[src/rtl/multicycle_controller.sv]
// Multi-cycle control FSM for the RV32 core: sequences FETCH/DECODE/EXEC/MEM/WB,
// decodes the instruction class once in DECODE and drives datapath strobes from it.
module multicycle_controller (
  input  logic        clk,
  input  logic        rstn,
  input  logic [31:0] inst,
  input  logic        zero,
  input  logic        imem_ack,
  input  logic        dmem_ack,
  output logic        imem_req,
  output logic        dmem_req,
  output logic        MemRead,
  output logic        MemWrite,
  output logic        IRWrite,
  output logic        PCWrite,
  output logic        PCSrc,
  output logic [1:0]  ALUOp,
  output logic        ALUSrc,
  output logic        RegWrite,
  output logic        MemtoReg,
  output logic        instr_done,
  output logic [31:0] retired_cnt,
  output logic        trap
);

  typedef enum logic [2:0] {
    S_FETCH, S_DECODE, S_EXEC, S_MEM, S_WB, S_TRAP
  } state_e;

  typedef enum logic [2:0] {
    C_R, C_LW, C_SW, C_BEQ, C_ILL
  } class_e;

  typedef struct packed {
    logic       imem_req;
    logic       dmem_req;
    logic       mem_read;
    logic       mem_write;
    logic       ir_write;
    logic       pc_write;
    logic       pc_src;
    logic [1:0] alu_op;
    logic       alu_src;
    logic       reg_write;
    logic       mem_to_reg;
    logic       instr_done;
    logic       trap;
  } ctrl_t;

  state_e      state_q, state_d;
  class_e      cls_q, cls_d;
  logic [31:0] cnt_q;
  ctrl_t       ctrl, ctrl_gated;

  logic [6:0] opcode, funct7;
  logic [2:0] funct3;
  logic       unused_inst_bits;

  assign opcode = inst[6:0];
  assign funct3 = inst[14:12];
  assign funct7 = inst[31:25];
  assign unused_inst_bits = ^{inst[24:15], inst[11:7]};

  // NOTE: every always_comb output gets a default first so no path can infer a latch.
  always_comb begin
    cls_d = C_ILL;
    case (opcode)
      7'b0110011: begin
        if ((funct7 == 7'b0000000 &&
             (funct3 == 3'b000 || funct3 == 3'b111 || funct3 == 3'b110)) ||
            (funct7 == 7'b0100000 && funct3 == 3'b000))
          cls_d = C_R;
      end
      7'b0000011: if (funct3 == 3'b010) cls_d = C_LW;
      7'b0100011: if (funct3 == 3'b010) cls_d = C_SW;
      7'b1100011: if (funct3 == 3'b000) cls_d = C_BEQ;
      default: ;
    endcase
  end

  always_comb begin
    state_d = state_q;
    case (state_q)
      S_FETCH:  if (imem_ack) state_d = S_DECODE;
      S_DECODE: state_d = (cls_d == C_ILL) ? S_TRAP : S_EXEC;
      S_EXEC: begin
        case (cls_q)
          C_R:        state_d = S_WB;
          C_LW, C_SW: state_d = S_MEM;
          C_BEQ:      state_d = S_FETCH;
          default:    state_d = S_TRAP;
        endcase
      end
      S_MEM:    if (dmem_ack) state_d = (cls_q == C_LW) ? S_WB : S_FETCH;
      S_WB:     state_d = S_FETCH;
      S_TRAP:   state_d = S_TRAP;
      default:  state_d = S_FETCH;
    endcase
  end

  always_comb begin
    ctrl = '0;
    case (state_q)
      S_FETCH: begin
        ctrl.imem_req = 1'b1;
        ctrl.ir_write = imem_ack;
        ctrl.pc_write = imem_ack;
      end
      S_EXEC: begin
        case (cls_q)
          C_R:        ctrl.alu_op  = 2'b10;
          C_LW, C_SW: ctrl.alu_src = 1'b1;
          C_BEQ: begin
            ctrl.alu_op     = 2'b01;
            ctrl.pc_src     = 1'b1;
            ctrl.pc_write   = zero;
            ctrl.instr_done = 1'b1;
          end
          default: ;
        endcase
      end
      S_MEM: begin
        // Address operands stay selected for the whole access.
        ctrl.dmem_req   = 1'b1;
        ctrl.alu_src    = 1'b1;
        ctrl.mem_read   = (cls_q == C_LW);
        ctrl.mem_write  = (cls_q == C_SW);
        ctrl.instr_done = dmem_ack && (cls_q == C_SW);
      end
      S_WB: begin
        ctrl.reg_write  = 1'b1;
        ctrl.mem_to_reg = (cls_q == C_LW);
        ctrl.alu_op     = (cls_q == C_R) ? 2'b10 : 2'b00;
        ctrl.instr_done = 1'b1;
      end
      S_TRAP:  ctrl.trap = 1'b1;
      default: ;
    endcase
  end

  // Reset is asynchronous, so outputs must drop the instant rstn falls.
  assign ctrl_gated = rstn ? ctrl : '0;

  assign imem_req    = ctrl_gated.imem_req;
  assign dmem_req    = ctrl_gated.dmem_req;
  assign MemRead     = ctrl_gated.mem_read;
  assign MemWrite    = ctrl_gated.mem_write;
  assign IRWrite     = ctrl_gated.ir_write;
  assign PCWrite     = ctrl_gated.pc_write;
  assign PCSrc       = ctrl_gated.pc_src;
  assign ALUOp       = ctrl_gated.alu_op;
  assign ALUSrc      = ctrl_gated.alu_src;
  assign RegWrite    = ctrl_gated.reg_write;
  assign MemtoReg    = ctrl_gated.mem_to_reg;
  assign instr_done  = ctrl_gated.instr_done;
  assign trap        = ctrl_gated.trap;
  assign retired_cnt = cnt_q;

  // NOTE: sequential state uses non-blocking assignments so every flop samples pre-edge values.
  always_ff @(posedge clk or negedge rstn) begin
    if (!rstn) begin
      state_q <= S_FETCH;
      cls_q   <= C_ILL;
      cnt_q   <= '0;
    end else begin
      state_q <= state_d;
      if (state_q == S_DECODE) cls_q <= cls_d;
      if (ctrl.instr_done) cnt_q <= cnt_q + 32'd1;
    end
  end

endmodule
[config.mk]
export PLATFORM = sky130hd
export DESIGN_NAME = multicycle_controller
export DESIGN_NICKNAME = d
export VERILOG_FILES = /design/src/rtl/multicycle_controller.sv
export SDC_FILE = /design/constraint.sdc
export NUM_CORES = 1
export LEC_CHECK = 0
export CAP_MARGIN = 10
export CORE_MARGIN = 3
export CORE_UTILIZATION = 47
export DETAILED_ROUTE_END_ITERATION = 10
export PLACE_DENSITY = 0.83
export SETUP_SLACK_MARGIN = 0.4
export SKIP_LAST_GASP = 1
export SYNTH_ARGS = -nofsm -noshare
export SYNTH_HDL_FRONTEND = slang
export SYNTH_SLANG_ARGS = --single-unit
[constraint.sdc]
create_clock -name clk -period 3.4 [get_ports clk]
set_clock_uncertainty 0.05 [all_clocks]
set_input_delay 1.02 -clock clk [delete_from_list [all_inputs] [get_ports clk]]
set_output_delay 1.02 -clock clk [all_outputs]
set_load 0.02 [all_outputs]
==> reports/summary.md <==
The flow ran to the end, and the final reports show no timing, DRC or antenna violations. The count of unique library cells instantiated by Yosys came out at 42. The source of the worst hold timing path is retired_cnt[31]. Yosys attributes the largest share of cell area to sky130_fd_sc_hd__dfrtp_1, sky130_fd_sc_hd__xnor2_1, sky130_fd_sc_hd__nand2_1.

For the wire length reported by the detailed router, the log shows 5110 um. Register bit count reported by yosys: 38. The number of nets at the end of the flow was 330; the placement row count was 23. The initial cell density of the core was 50.2%; the number of input and output port buffers inserted was 67. Type of the most critical hold path: reg2reg.

The routed length per placed instance was 14.9 um; the total of endpoints with negative setup slack in the final report was 0. Combinational cells account for 34.5% of the total power. Counting flops with an async set or reset pin after synthesis yields a share of 100%.

The root cell of the clock tree is sky130_fd_sc_hd__clkbuf_8. The area of the core region came out at 4140 um2. The cell accounting for the most synthesized area is sky130_fd_sc_hd__dfrtp_1. After layout, the worst path uses 86.9% of the clock period.

In this run the static leakage power is 1.21 nW. The worst setup path is captured at an output pin. The switching power was 0.474 mW; the global-route wire length before repair was 8740 um.

The detailed router finished its first iteration with 233 violations. Average size of a mapped cell: 9.72 um2. The least setup slack across all paths after layout is 0.446 ns, and the worst-path maximum fanout is 2.

Of the cells placed in the final design, the portion with a size suffix greater than 1 is 10.6%. The worst hold path terminates at retired_cnt[31]. After clock tree synthesis, the clock-pin slew on the worst setup and hold paths is 0.07 ns. The first detailed-routing pass ran for 4 iterations. STA puts the critical path data arrival time at 1.88 ns. Per report_power, the clock group accounts for 21.9% of the total. The largest stage delay on the critical path was 0.41 ns; the die span in y was 72.5 um. Setup slack on the worst reg-to-reg path comes out at 1.29 ns. The finished layout holds 343 standard cells, fillers aside. For this run, the number of Yosys warnings is 0.

Traced cell by cell, the critical path runs through clkdlybuf4s50_1 -> and3_1 -> a21o_1 -> buf_2. 83 I/O pins were placed. The run gives 5260 um2 as the die outline area.

In this run the critical register-to-register path is launched from state_q[1]. The tool flagged a number of max-cap violations equal to 0. The length in cells of the worst reg-to-reg path is 7.

For this design the ratio of total power to cell area is 458 nW/um2. Using the TritonRoute via totals, the vias-per-cell ratio works out to 5.48. For the worst setup path, the data required time is 2.33 ns. Clock tree synthesis inserted a total of 5 buffers. The initial antenna violation count is 0. From left edge to right edge, the die measures 72.5 um. Synthesis handed over a netlist of 214 instances.

Total internal power: 0.863 mW. The proportion of netlist area held by the largest area contributor is 44.5%. The number of nets in the synthesized netlist is 252. Timing would allow up to 339 MHz. The pre-CTS worst setup slack is -0.122 ns. For this design, the CTS-stage hold fixing added 0 buffers. The count of nets left with antenna violations once routing finished came out at 0. The number of hold violations in the final report came out at 0. CTS built an H-tree with a depth of 2. The logs give 334 for the cell count after placement and 2 for the buffer levels on the longest clock path. The clock reaches the later pin of the worst-skew pair after 0.29 ns. Commonest non-fill, non-tap cell in the layout: sky130_fd_sc_hd__clkdlybuf4s50_1. The congestion estimate from routability-driven global placement came to 0.826. Setup repair after global routing left no endpoint under its margin. From synthesis to final layout, the design area changed by 40.2%. Worst IR drop on VDD: 0.453 mV. The CTS sink count is 38.

The worst-path cell with the longest stage delay was sky130_fd_sc_hd__clkdlybuf4s50_1. The combined area of all synthesized cells came out at 2080 um2. 0 antenna diodes ended up in the layout. The max-slew headroom at the worst pin came out at 68.2%. Most used flip-flop cell after synthesis: sky130_fd_sc_hd__dfrtp_1.

The sequential cell fraction of total power is 43.7%, and the via count of the first global-routing pass is 1878. The detailed router placed 1881 vias in this run. The capture point of the worst reg-to-reg path is retired_cnt[5]. After legalization and detailed placement, the total HPWL measured 3870 um. The sequential element share of the synthesized area is 45.8%.

The transition time of the tightest slew-check pin came out at 0.477 ns. The run gives 0 ns as the setup total negative slack. In the layout the commonest cells are sky130_fd_sc_hd__clkdlybuf4s50_1, sky130_fd_sc_hd__dfrtp_1, sky130_fd_sc_hd__nand2_1, sky130_fd_sc_hd__xnor2_1.

Maximum number of pins on one net before global-route repair: 39. The tools report the critical path launch point type as an input port. For the finished layout, the period the worst path requires is 2.95 ns.

For this run, design rule violations remaining after detail routing come to 0. The synthesized design contains 0 enable-type register cells. In this run switching power makes up 35.5% of total power. Number of stages on the worst hold path: 1. The tools report the global-route usage over all layers as 20.9%. TritonCTS built the clock tree.

The worst setup path is of the in2out kind. The run gives 0 as the number of pins with negative max-slew slack in the final report. Summed over all layers, the global routing overflow is 0.
==> what timing repair did <==
item,4_1_cts,5_1_grt
buffers inserted,0,1
pin swaps,0,1
resized for setup,23,5
gates cloned,0,0
setup endpoints to repair,14,3
==> worst max-delay path, delay by kind of cell <==
family	cells	cell delay (ns)
buffers and inverters	2	0.56
and+or+nand+nor	1	0.16
AOI/OAI and AO/OA	1	0.14
==> cells by family (layout without fill, tap and decap cells) <==
kind of cell,count (synthesis),after routing,synth area share [%]
buf+inv,11,90,2.04
fa+ha+maj,1,1,0.601
mux,1,1,0.541
simple gates,103,103,28.0
xor+xnor,33,33,13.9
compound gates,27,27,9.14
flops,38,38,45.8
==> how the worst max path moves through the flow <==
stage          startpoint         end  slack, ns  cells past startpoint
3_5_place_dp     dmem_ack  instr_done      -0.12                      5
3_3_place_gp     dmem_ack  instr_done      -0.12                      5
2_1_floorplan        rstn     PCWrite       0.56                      3
5_1_grt          imem_ack     PCWrite       0.40                      4
6_report         imem_ack     PCWrite       0.45                      4
4_1_cts          dmem_ack  instr_done       0.23                      5
==> state kept, by name, summed over array words and instances, names as in the netlist <==
register and cells:
state_q 3, cls_q 3, retired_cnt 32
==> Yosys cell counts (all sizes together) (2+ instances only) <==
master  instances
nand4          10
nor3           16
and3            5
and4            4
xor2           10
and2            2
nor3b           4
clkbuf          2
nand2          24
xnor2          23
nor2b           3
nor4            3
a21oi           5
nand3          14
dfrtp          37
o21ai           7
and3b           2
nand2b          2
inv             8
a21o            5
nor2           12
==> power groups by stage <==
stage | registers (mW) | clock network, mW | logic, mW
3_5_place_dp | 0.588 | 0 | 0.470
5_1_grt | 0.594 | 0.322 | 0.508
2_1_floorplan | 0.619 | 0 | 0.231
6_report | 0.584 | 0.292 | 0.461
4_1_cts | 0.582 | 0.302 | 0.460
3_3_place_gp | 0.586 | 0 | 0.461
==> through the flow <==
stage	utilization (%)	hold slack [ns]	instance area, um2	power, mW
floorplan	-	0.470	2090	0.850
global placement	68.7	0.406	2850	1.05
detailed placement	68.7	0.409	2850	1.06
CTS	70.3	0.421	2910	1.34
global route	70.4	0.442	2920	1.42
finish	70.4	0.413	2920	1.34
==> per-layer routing <==
layer  track usage (%)  share of wire [%]  up-vias  wire length (um)
li1                  -                  -      920                 -
met1              28.0                 44      891              2230
met2              34.1                 50       61              2570
met3              3.88                4.7        9               241
met4              6.97                1.3        0                65
met5                 0                  0        -                 0
==> area by class of cell <==
| cell class | instances | area, um2 |
|---|---|---|
| clock buffer | 8 | 80.1 |
| fill | 340 | 1230 |
| inverter | 8 | 30.0 |
| multi-input combinational | 165 | 1100 |
| sequential | 38 | 953 |
| tap | 50 | 62.6 |
| timing repair buffer | 74 | 694 |
Note: power is estimated with default switching activity, not from simulation.
==> patch: new RTL, config.mk and constraints unchanged <==
Put one more register stage on the output `retired_cnt`, cleared by the reset. The value now appears one clock later. The other outputs are not delayed to match.
--- a/src/rtl/multicycle_controller.sv
+++ b/src/rtl/multicycle_controller.sv
@@ -156,3 +156,9 @@
   assign trap        = ctrl_gated.trap;
-  assign retired_cnt = cnt_q;
+  always_ff @(posedge clk or negedge rstn) begin
+    if (!rstn) begin
+      retired_cnt <= '0;
+    end else begin
+      retired_cnt <= cnt_q;
+    end
+  end
 
Behaviour: not the same (a bounded check fails within 4 cycles, from zero or initial values and one cycle with rstn low).
==> patch against the unedited design <==
- sequential share of layout area is 11 points higher
- design area up 37%
- cell count increased by 17%
- sequential cell count grew 32
- utilization shrank 0.86 points
- routed wire length increased by 17%
- area after synthesis increased by 40%
- worst setup slack worse by 55 ps
- power is 67% higher
- highest routed layer unchanged
==> patch: results (changes against the unedited design) <==
[placed_design]
place.gp.congestion = 0.816  ; -1.2%
dp_hpwl_microns = 4220  ; +9.0%
dp_cells = 385  ; +15%
placed_area_sq_um = 3730  ; +31%
pre_cts_slack_ps = -330  ; -208 ps

[clock_tree]
clk_latency_ps = 340  ; +50 ps
cts_buffers = 9  ; +4
htreeDepth = 3  ; +1

[grt]
grt_usage_pct = 18.1  ; -2.8 points
grt_max_degree = 61  ; +56%
grt_pass1_wl_microns = 10000  ; +15%
grt_pass1_vias = 2114  ; +13%
grt_util_met3_pct = 6.38  ; +2.5 points
grtUsageMet2_pct = 30.0  ; -4.0 points

[logic_synthesis]
synth_cell_type_count = 46  ; +9.5%
syn_inst = 241  ; +13%
seq_area_frac_synth_pct = 60.4  ; +15 points
synth_nets = 279  ; +11%
synthTopCellsByCount = dfrtp_1, xnor2_1, nand2_1
synthTopCellsByArea = dfrtp_1, xnor2_1, nand2_1, nand3_1, and3_1

[worst_setup_path]
slowest_delay_ps = 260  ; -150 ps
critical-path-top-delay-family = simple AND/OR/NAND/NOR gates
crit_end = instr_done
cpMaxStageDelayCell = and4bb_2
cp-startpoint = dmem_ack
worstReg2RegStart = state_q[2]$_DFFE_PN0P_
r2r_cells = 6  ; -1
critPathArrivalTime_ps = 1940  ; +60 ps
rrSetupSlack_ps = 1270  ; -20 ps
r2r-end = cnt_q[23]$_DFFE_PN0P_

[finish]
drive_above_1_share_pct = 18.2  ; +7.6 points
final_cell_area_sq_um = 3990  ; +37%
fillers = 430  ; +26%
layout.cells.non_filler = 402  ; +17%
nNetsFinal = 363  ; +10%

[routing]
wl_met3_microns = 318  ; +32%
drt-met1-wl_microns = 2500  ; +12%
wl_microns = 5990  ; +17%
drt_iter0_markers = 125  ; -46%
viasPerCell = 5.27  ; -3.9%

[power]
p_clk_uw = 830  ; +180%
p_seq_share_pct = 45.2  ; +1.5 points
p_leak_nw = 1.79  ; +47%
ir_drop_mv = 0.375  ; -17%
p_clk_share_pct = 37.1  ; +15 points
sw_frac_of_total_pct = 26.4  ; -9.1 points

[outcome]
outcome = completed

[timing]
worst_pin_slew_ps = 701  ; +224 ps
hold_ws_ps = 353  ; -59.7 ps

[min_path]
holdPathStages = 0  ; -1

==> patch: changes by cell type in the layout (fill, tap and decap cells not counted), sizes merged, moves of 6 or more <==
cell	delta
dfrtp	+32
nor3	-10
dlygate4sd2	-8
buf	+6
clkbuf	+6
==> patch: how the worst min path moves through the flow <==
stage | from | end
final | cnt_q[31]$_DFFE_PN0P_ | retired_cnt[31]$_DFF_PN0_
after detailed placement | cnt_q[31]$_DFFE_PN0P_ | retired_cnt[31]$_DFF_PN0_
after global placement | cnt_q[31]$_DFFE_PN0P_ | retired_cnt[31]$_DFF_PN0_
after CTS | cnt_q[31]$_DFFE_PN0P_ | retired_cnt[31]$_DFF_PN0_
after floorplan | cnt_q[31]$_DFFE_PN0P_ | retired_cnt[31]$_DFF_PN0_
after global routing | cnt_q[31]$_DFFE_PN0P_ | retired_cnt[31]$_DFF_PN0_
==> patch: final cells by class <==
type,instances,share of cell area (%)
sequential,70,43.9
clock buffer,11,3.79
inverter,3,0.282
tap,72,2.26
multi-input combinational,162,28.7
clock inverter,5,2.60
timing repair buffer,79,18.4
==> patch: cells by family (layout without fill, tap and decap cells) <==
| group | count (synthesis) | count (layout) | share of synthesized area (%) |
|---|---|---|---|
| multiplexers | 2 | 2 | 0.776 |
| flip-flops | 70 | 70 | 60.4 |
| AO/OA/AOI/OAI | 22 | 22 | 5.86 |
| buffers and inverters | 9 | 98 | 1.42 |
| AND/OR/NAND/NOR | 105 | 105 | 21.5 |
| XOR/XNOR | 32 | 32 | 9.66 |
| adder cells (fa/ha/maj) | 1 | 1 | 0.431 |
==> patch: repair_timing <==
action	CTS	global route
hold buffers	0	0
gates cloned	0	0
gates resized for setup	32	20
setup endpoints to repair	14	11
buffers inserted	1	0
pin swaps	2	2
